File: config.mk
export PLATFORM = sky130hd
export DESIGN_NAME = alu_instr_sequencer
export DESIGN_NICKNAME = d
export VERILOG_FILES = /design/src/rtl/alu_instr_sequencer.sv
export SDC_FILE = /design/constraint.sdc
export NUM_CORES = 1
export LEC_CHECK = 0
export ABC_CLOCK_PERIOD_IN_PS = 5050
export CAP_MARGIN = 10
export CORE_AREA = 8 8 127 129
export CTS_BUF_LIST = sky130_fd_sc_hd__clkbuf_16
export DETAILED_ROUTE_END_ITERATION = 16
export DIE_AREA = 0 0 135 137
export PLACE_DENSITY = 0.8
export SYNTH_ARGS = -nofsm -noshare
export SYNTH_HDL_FRONTEND = slang
export SYNTH_SLANG_ARGS = --single-unit
File: constraint.sdc
create_clock -name clock -period 5.05 [get_ports clock]
set_input_delay 0.7575 -clock clock [delete_from_list [all_inputs] [get_ports clock]]
set_output_delay 0.7575 -clock clock [all_outputs]
set_load 0.02 [all_outputs]
File: src/rtl/alu_instr_sequencer.sv
// Plays a host-written program of 15-bit instruction words to the ALU decode FSM:
// each word gets one load cycle (mode=0), then HOLD_CYCLES execute cycles (mode=1).
module alu_instr_sequencer #(
  parameter int DEPTH = 8,
  parameter int HOLD_CYCLES = 4,
  localparam int AW = $clog2(DEPTH)
) (
  input  logic          clock,
  input  logic          reset,
  input  logic          wr_en,
  input  logic [AW-1:0] wr_addr,
  input  logic [14:0]   wr_data,
  input  logic          start,
  input  logic [AW:0]   prog_len,
  input  logic          stall,
  output logic [14:0]   dataOut,
  output logic          mode,
  output logic          busy,
  output logic          done,
  output logic          bad_op,
  output logic [AW-1:0] step_idx
);

  localparam int CW = (HOLD_CYCLES > 1) ? $clog2(HOLD_CYCLES) : 1;
  localparam logic [CW-1:0] CNT_LAST = CW'(HOLD_CYCLES - 1);
  localparam logic [AW:0]   LEN_MAX  = (AW+1)'(DEPTH);
  localparam logic [AW:0]   LEN_ZERO = (AW+1)'(0);

  typedef enum logic [1:0] {IDLE = 2'd0, LOAD = 2'd1, HOLD = 2'd2, DONE = 2'd3} state_t;

  function automatic logic op_ok(input logic [2:0] op);
    case (op)
      3'b010, 3'b011: op_ok = 1'b0;
      default:        op_ok = 1'b1;
    endcase
  endfunction

  state_t        state_r, state_s;
  logic [14:0]   mem_r [DEPTH];
  logic [AW-1:0] ptr_r, ptr_s, step_s;
  logic [AW:0]   len_r, len_s;
  logic [CW-1:0] cnt_r, cnt_s;
  logic [14:0]   data_s, word_s;
  logic          mode_s, bad_s, busy_s, done_s;
  logic          idle_s, wr_ok_s, last_s;

  assign idle_s  = (state_r == IDLE) || (state_r == DONE);
  assign wr_ok_s = wr_en && idle_s;
  assign last_s  = ({1'b0, ptr_r} == (len_r - (AW+1)'(1)));

  // Program memory, host-writable only while not playing
  always_ff @(posedge clock or posedge reset) begin
    if (reset) begin
      for (int i = 0; i < DEPTH; i++) mem_r[i] <= 15'd0;
    end else if (wr_ok_s) begin
      mem_r[wr_addr] <= wr_data;
    end
  end

  // State register
  always_ff @(posedge clock or posedge reset) begin
    if (reset) state_r <= IDLE;
    else       state_r <= state_s;
  end

  // Next-state logic
  always_comb begin
    state_s = state_r;
    case (state_r)
      IDLE, DONE: begin
        if (start) state_s = (prog_len == LEN_ZERO) ? DONE : LOAD;
        else       state_s = IDLE;
      end
      LOAD: state_s = stall ? LOAD : HOLD;
      HOLD: begin
        if (!stall && (cnt_r == CNT_LAST)) state_s = last_s ? DONE : LOAD;
        else                               state_s = HOLD;
      end
      default: state_s = IDLE;
    endcase
  end

  // Output and datapath next values; a same-cycle write is forwarded to the first load
  always_comb begin
    len_s  = len_r;
    bad_s  = bad_op;
    data_s = dataOut;
    step_s = step_idx;
    mode_s = 1'b1;
    if (idle_s && start && (prog_len != LEN_ZERO)) begin
      ptr_s = AW'(0);
      len_s = (prog_len > LEN_MAX) ? LEN_MAX : prog_len;
      bad_s = 1'b0;
    end else if ((state_r == HOLD) && (state_s == LOAD)) begin
      ptr_s = ptr_r + AW'(1);
    end else begin
      ptr_s = ptr_r;
    end
    if (state_r == HOLD) cnt_s = stall ? cnt_r : (cnt_r + CW'(1));
    else                 cnt_s = CW'(0);
    word_s = (wr_ok_s && (wr_addr == ptr_s)) ? wr_data : mem_r[ptr_s];
    if ((state_s == LOAD) && (state_r != LOAD)) begin
      data_s = word_s;
      step_s = ptr_s;
      mode_s = ~op_ok(word_s[2:0]);
      bad_s  = bad_s | ~op_ok(word_s[2:0]);
    end else if ((state_r == LOAD) && stall) begin
      mode_s = mode;
    end else begin
      mode_s = 1'b1;
    end
    busy_s = (state_s == LOAD) || (state_s == HOLD);
    done_s = (state_s == DONE);
  end

  // Registered outputs and playback counters
  always_ff @(posedge clock or posedge reset) begin
    if (reset) begin
      ptr_r    <= AW'(0);
      len_r    <= LEN_ZERO;
      cnt_r    <= CW'(0);
      dataOut  <= 15'd0;
      mode     <= 1'b1;
      busy     <= 1'b0;
      done     <= 1'b0;
      bad_op   <= 1'b0;
      step_idx <= AW'(0);
    end else begin
      ptr_r    <= ptr_s;
      len_r    <= len_s;
      cnt_r    <= cnt_s;
      dataOut  <= data_s;
      mode     <= mode_s;
      busy     <= busy_s;
      done     <= done_s;
      bad_op   <= bad_s;
      step_idx <= step_s;
    end
  end

endmodule

* After elaboration in Yosys (flattened, before gate mapping) *
Cells that the tools add are included.

storage, ports and cells
  bits in registers = 153
  input bits = 27
  word-level logic and storage cells = 84
  output and inout port bits = 22

cells by class
  bitwise operators = 4
  muxes and demuxes = 24
  reduce and logical (&&, ||, !) cells = 17
  equal/unequal tests = 14
  $lt $le $gt $ge = 4
  $add $sub $neg = 3

operators with widths
  cell                 count
  $bwmux 120           1
  $mux 15              4
  $bmux 15 s3          1
  $demux 15 s3         1
  $mux 2               7
  $eq 2x2->1 const B   5
  $logic_and 1x1->1    9
  $ge 4x4->1 const B   2
  $not 3->4            2
  $eq 3x2->1 const B   2
  $mux 1               6
  $mux 3               2
  $pmux 2 s3           1
  $eq 2x1->1 const B   2
  $eq 3x4->1           1
  $gt 4x4->1 const B   1
  $logic_not 4->1      1
  $lt 4x1->1 const B   1
  $mux 4               1
  $ne 2x2->1 const B   2
  $reduce_bool 4->1    1
  $reduce_or 2->1      2
  $sub 4x1->4 const B  1
  $add 3x1->3 const B  1
  8 further kinds      9

* Longest topological paths before layout *
  depth after elaboration = 21
  gate-level depth with buffers = 19
  depth with buffers taken out = 15

* Worst setup path before layout *
Ideal clock, no wire load.

  kind = register to register
  start point = register len_r[0]
  end point = register dataOut[0]
  setup time = 0.125 ns
  clock period less this slack = 3.359 ns
  stages on the path, launching flop included = 18
  buffers on the path = 2
  data arrival time = 3.234 ns
  setup slack = 1.691 ns
  required time = 4.925 ns
  path through = dfrtp_1 inv_1 ha_1 xnor2_1 xnor2_1 a2bb2oi_1 o21ai_0 a21oi_1 a2bb2oi_1 ha_1 buf_2 and3_1 xor2_1 buf_2 mux2_2 o221ai_1 a31o_2 o21ai_1

between the ends
  cells in the longest elaborated chain, start to end = 14
  elaborated cells on any way between the ends = 17
  those cells by class = add/sub: 1; eq/ne: 3; mux: 9; bitwise: 1; reduce/logical: 3

ends and longest elaborated chain
  element                                     RTL line  text
  start: declaration                          41        logic [AW:0] len_r, len_s;
  start signal: assignment                    130       len_r <= len_s;
  $sub 4x1->4 (*)                             49        assign last_s = ({1'b0, ptr_r} == (len_r - (AW+1)'(1)));
  $eq 3x4->1 (*)                              49
  $mux 2 (*) (2 in a row)                     76        if (!stall && (cnt_r == CNT_LAST)) state_s = last_s ? DONE : LOAD;
  $pmux 2 s3 (*)                              69        case (state_r)
  $eq 2x1->1 (*)                              94, 102
  $logic_and 1x1->1                           94        end else if ((state_r == HOLD) && (state_s == LOAD)) begin
  $mux 3                                      94
  $mux 3                                      90        if (idle_s && start && (prog_len != LEN_ZERO)) begin
  $not 3->4 (implied by the code)             101       word_s = (wr_ok_s && (wr_addr == ptr_s)) ? wr_data : mem_r[ptr_s];
  $bmux 15 s3                                 101
  $mux 15 (implied by the code) (2 in a row)  101
  $mux 15                                     101
  end signal: assignment                      132       dataOut <= data_s;
  end: declaration                            16        output logic [14:0] dataOut,

Every way passes the cells marked *; elsewhere a longest branch is shown, timed or not. The select of a mux whose other input is x is not followed.
A chain may end at the register's enable or synchronous reset.

* Worst setup path after layout *
  start point = register ptr_r[2]
  end point = register dataOut[3]

between the ends
  cells in the longest elaborated chain, start to end = 13
  elaborated cells on any way between the ends = 17
  those cells by class = add/sub: 1; eq/ne: 3; mux: 9; bitwise: 1; reduce/logical: 3

ends and longest elaborated chain
  element                                     RTL line  text
  start: declaration                          40        logic [AW-1:0] ptr_r, ptr_s, step_s;
  start signal: assignment                    129       ptr_r <= ptr_s;
  $eq 3x4->1                                  49
  $mux 2 (2 in a row)                         76
  $pmux 2 s3                                  69
  $eq 2x1->1                                  94, 102
  $logic_and 1x1->1                           94
  $mux 3                                      94
  $mux 3                                      90
  $not 3->4 (implied by the code)             101
  $bmux 15 s3                                 101
  $mux 15 (implied by the code) (2 in a row)  101
  $mux 15                                     101

Parallel ways exist; a longest one is shown, timed or not. The select of a mux whose other input is x is not followed.

==> impl_metrics.csv <==
group,metric,value,unit
status,status,"completed",
pwr,power,5.273,mW
finish,final_layout_size_suffix_gt1_share,32.26,%
run,maxCapViolations,0,
pwr,clkPwrFrac,21.1,%
floorplan,die_x,135,um
floorplan,die_area,0.01850,mm2
finish,final_cell_mix,"152 x dfrtp_1, 140 x mux2_2, 48 x clkdlybuf4s50_1",
yosys,syn_area,0.007463,mm2
yosys,synthCells,597,
finish,layout.nets,675,
yosys,avgSynthCellArea,12.50,um2
worst_setup_path,critPathMaxFanout,19,
worst_setup_path,arrival,4.75,ns
cts,cts_tree,"built",
cts,insertion_delay,0.43,ns
timing,post-route-min-period,4.462,ns
global_route,grt_pass1_wl,31.04,mm
worst_setup_path,cp-end-kind,"register",
worst_setup_path,reg2reg_depth,13,
cts,cts_made_buffers,17,
cts,numClockSinks,153,
timing,hold_violations,0,
worst_setup_path,critPathRequiredTime,5.33,ns
worst_hold_path,hold_path.class,"reg -> reg",
finish,final_core_util,60.79,%
cts,clock_path_buffers,2,
finish,final_common_cell,"dfrtp_1",
finish,design_area,0.008635,mm2
detailed_routing,wl,19.37,mm
timing,setup_slack,0.5883,ns
worst_setup_path,critPathSlowestCell,"xnor2_2",
finish,area_delta_synth_final,15.69,%
worst_hold_path,holdPathStages,2,
floorplan,initial_core_util,52.55,%
cts,htree_levels,4,
detailed_routing,vias,5358,
floorplan,dieHeight,137,um
worst_setup_path,cp-start-kind,"register",
detailed_routing,drtIter0Drc,548,
timing,setup_viol,0,
worst_setup_path,cp_slowest_stage_delay,0.90,ns
pwr,p_seq_share,41.1,%
worst_setup_path,crit_type,"reg -> reg",
global_route,grt_pass1_vias,5626,
yosys,synth_seq_area_share,51.32,%
timing,relSlewSlack,20.61,%
detailed_routing,drt.antenna.violating_nets,0,
detailed_routing,drt_pass1_iterations,5,
yosys,synth_cell_types,59,
pwr,switching_share,34.71,%
yosys,synth_warnings,0,
cts,clockRootBuffer,"clkbuf_16",
pwr,leakagePower,3.604,nW
timing,fmax,224.1,MHz
global_route,grt_max_degree,73,
cts,hold_buffers,0,
pwr,power.density,610.7,mW/mm2
global_route,antenna_found_initial,0,
timing,slew_viol_final,0,
detailed_routing,viasPerCell,6.394,
yosys,synthArstFlopShare,100.0,%
floorplan,io_pins,49,
pwr,vdd_ir_drop_max,0.3459,mV
placed_design,place_area,0.008120,mm2
detailed_routing,drcViolationCount,0,
finish,n_antenna_cell,0,
placed_design,port_buffers,48,
yosys,synth_edf_count,0,
pwr,combPwrFrac,37.8,%
pwr,p_int,3.442,mW
timing,rsz0062_at_grt,"false",
timing,post-route-period-util,88.35,%
placed_design,gp_congestion,0.8508,
global_route,grt_overflow_total,0,
yosys,ys_dominant_reg_cell,"dfrtp_1",
floorplan,core.rowCount,44,
yosys,synth_seq_cells,153,
pwr,power_switching,1.830,mW
cts,path_clk_slew,0.06,ns
timing,setup_tns,0,ns
yosys,syn-num-nets,631,
timing,tightest_slew,1.187,ns
global_route,grt_util_all_layers,21.86,%
cts,cts-resized-gates,0,
worst_setup_path,worstPathCellList,"xnor2_1, xnor2_1, a2bb2oi_1, o21ai_0, a21oi_1, a2bb2oi_1, ha_1, and3_1, xnor2_2, o221ai_2, a311oi_2, nand2b_1, o21ai_1",
placed_design,dpl.hpwl,12.37,mm
cts,post_cts_buffers,0,
placed_design,dp_slack,0.3940,ns
timing,fin_skew,0.01042,ns
floorplan,coreArea,0.01420,mm2
detailed_routing,wl_per_cell,23.12,um
worst paths after layout:
path / startpoint / endpoint / slack, ns
worst max-delay path: ptr_r[2]$_DFF_PP0_ / dataOut[3]$_DFFE_PP0P_ / 0.59
worst max register to register: ptr_r[2]$_DFF_PP0_ / dataOut[3]$_DFFE_PP0P_ / 0.59
worst min register to register: step_idx[1]$_DFFE_PP0P_ / step_idx[1]$_DFFE_PP0P_ / 0.49
min in group asynchronous: reset / mem_r[98]$_DFFE_PP0P_ / 0.80
worst min-delay path: step_idx[1]$_DFFE_PP0P_ / step_idx[1]$_DFFE_PP0P_ / 0.49
max in group asynchronous: reset / mode$_DFFE_PP1P_ / 3.24
flip-flops by register name, summed over array words and instances (netlist names):
register	cells
cnt_r	2
mem_r	120
bad_op	1
busy	1
done	1
state_r	2
dataOut	15
mode	1
len_r	4
ptr_r	3
step_idx	3
power by group through the flow:
| stage | clock (mW) | combinational (mW) | sequential, mW |
|---|---|---|---|
| finish | 1.11 | 1.99 | 2.17 |
| global route | 1.17 | 2.16 | 2.23 |
| CTS | 1.13 | 1.99 | 2.16 |
| detailed placement | 0 | 1.97 | 2.17 |
| global placement | 0 | 1.89 | 2.13 |
| floorplan | 0 | 1.40 | 2.12 |
cells in the mapped netlist, types with 4 or more instances:
library cell  count  share of area (%)
a211o_1           5               0.59
a21oi_1          23                1.5
a22o_1            4               0.47
a31o_2           13                1.5
a31oi_1          14                1.2
and2_1           16                1.3
buf_2            13               0.87
clkbuf_1         18               0.91
dfrtp_1         152                 51
ha_1              7                1.2
inv_1             9               0.45
mux2_1            9                1.4
mux2_2          140                 21
nand2_1          13               0.65
nand2b_1          4               0.34
nand3_1           4               0.27
nand3b_1          4               0.40
nor2_1           16               0.80
nor2b_1           5               0.42
nor3_1            6               0.40
o21ai_0           9               0.60
o21ai_1          13               0.87
o221ai_1         28                3.3
o2bb2ai_1        13                1.5
o31ai_1           6               0.60
or3_1             4               0.34
worst max-delay path: cells and delay by family (launching register included):
family,cells,cell delay (ns)
simple gates,2,0.78
compound gates,7,1.27
xor+xnor,3,1.24
flops,1,0.67
fa+ha+maj,1,0.33
cells by family after synthesis:
kind of cell	count (synthesis)	synth area share, %
multiplexers	152	22.88
buffers and inverters	49	3.152
XOR/XNOR	7	0.9222
AND/OR/NAND/NOR	84	6.270
AO/OA/AOI/OAI	145	14.28
flip-flops	153	51.32
adder cells (fa/ha/maj)	7	1.173
per-layer routing:
| layer | share of wire (%) | GRT usage (%) | vias to the layer above |
|---|---|---|---|
| li1 | - | - | 2346 |
| met1 | 43 | 28.70 | 2764 |
| met2 | 48 | 34.09 | 205 |
| met3 | 6.5 | 4.919 | 43 |
| met4 | 2.7 | 9.747 | 0 |
| met5 | 0 | 0 | - |
per-stage QoR:
stage / cells / hold slack, ns
CTS: 838 / 0.4967
finish: 838 / 0.4905
global route: 838 / 0.5103
detailed placement: 806 / 0.4830
floorplan: 597 / 0.4728
global placement: 806 / 0.4747
cell type report:
class | instances | area (um2)
clock inverter | 15 | 88.84
fill | 1100 | 5569
sequential | 153 | 3830
clock buffer | 17 | 425.4
tap | 184 | 230.2
timing repair buffer | 65 | 608.1
inverter | 9 | 38.79
multi-input combinational | 395 | 3413
No activity file was read; power rests on OpenSTA's default activity.
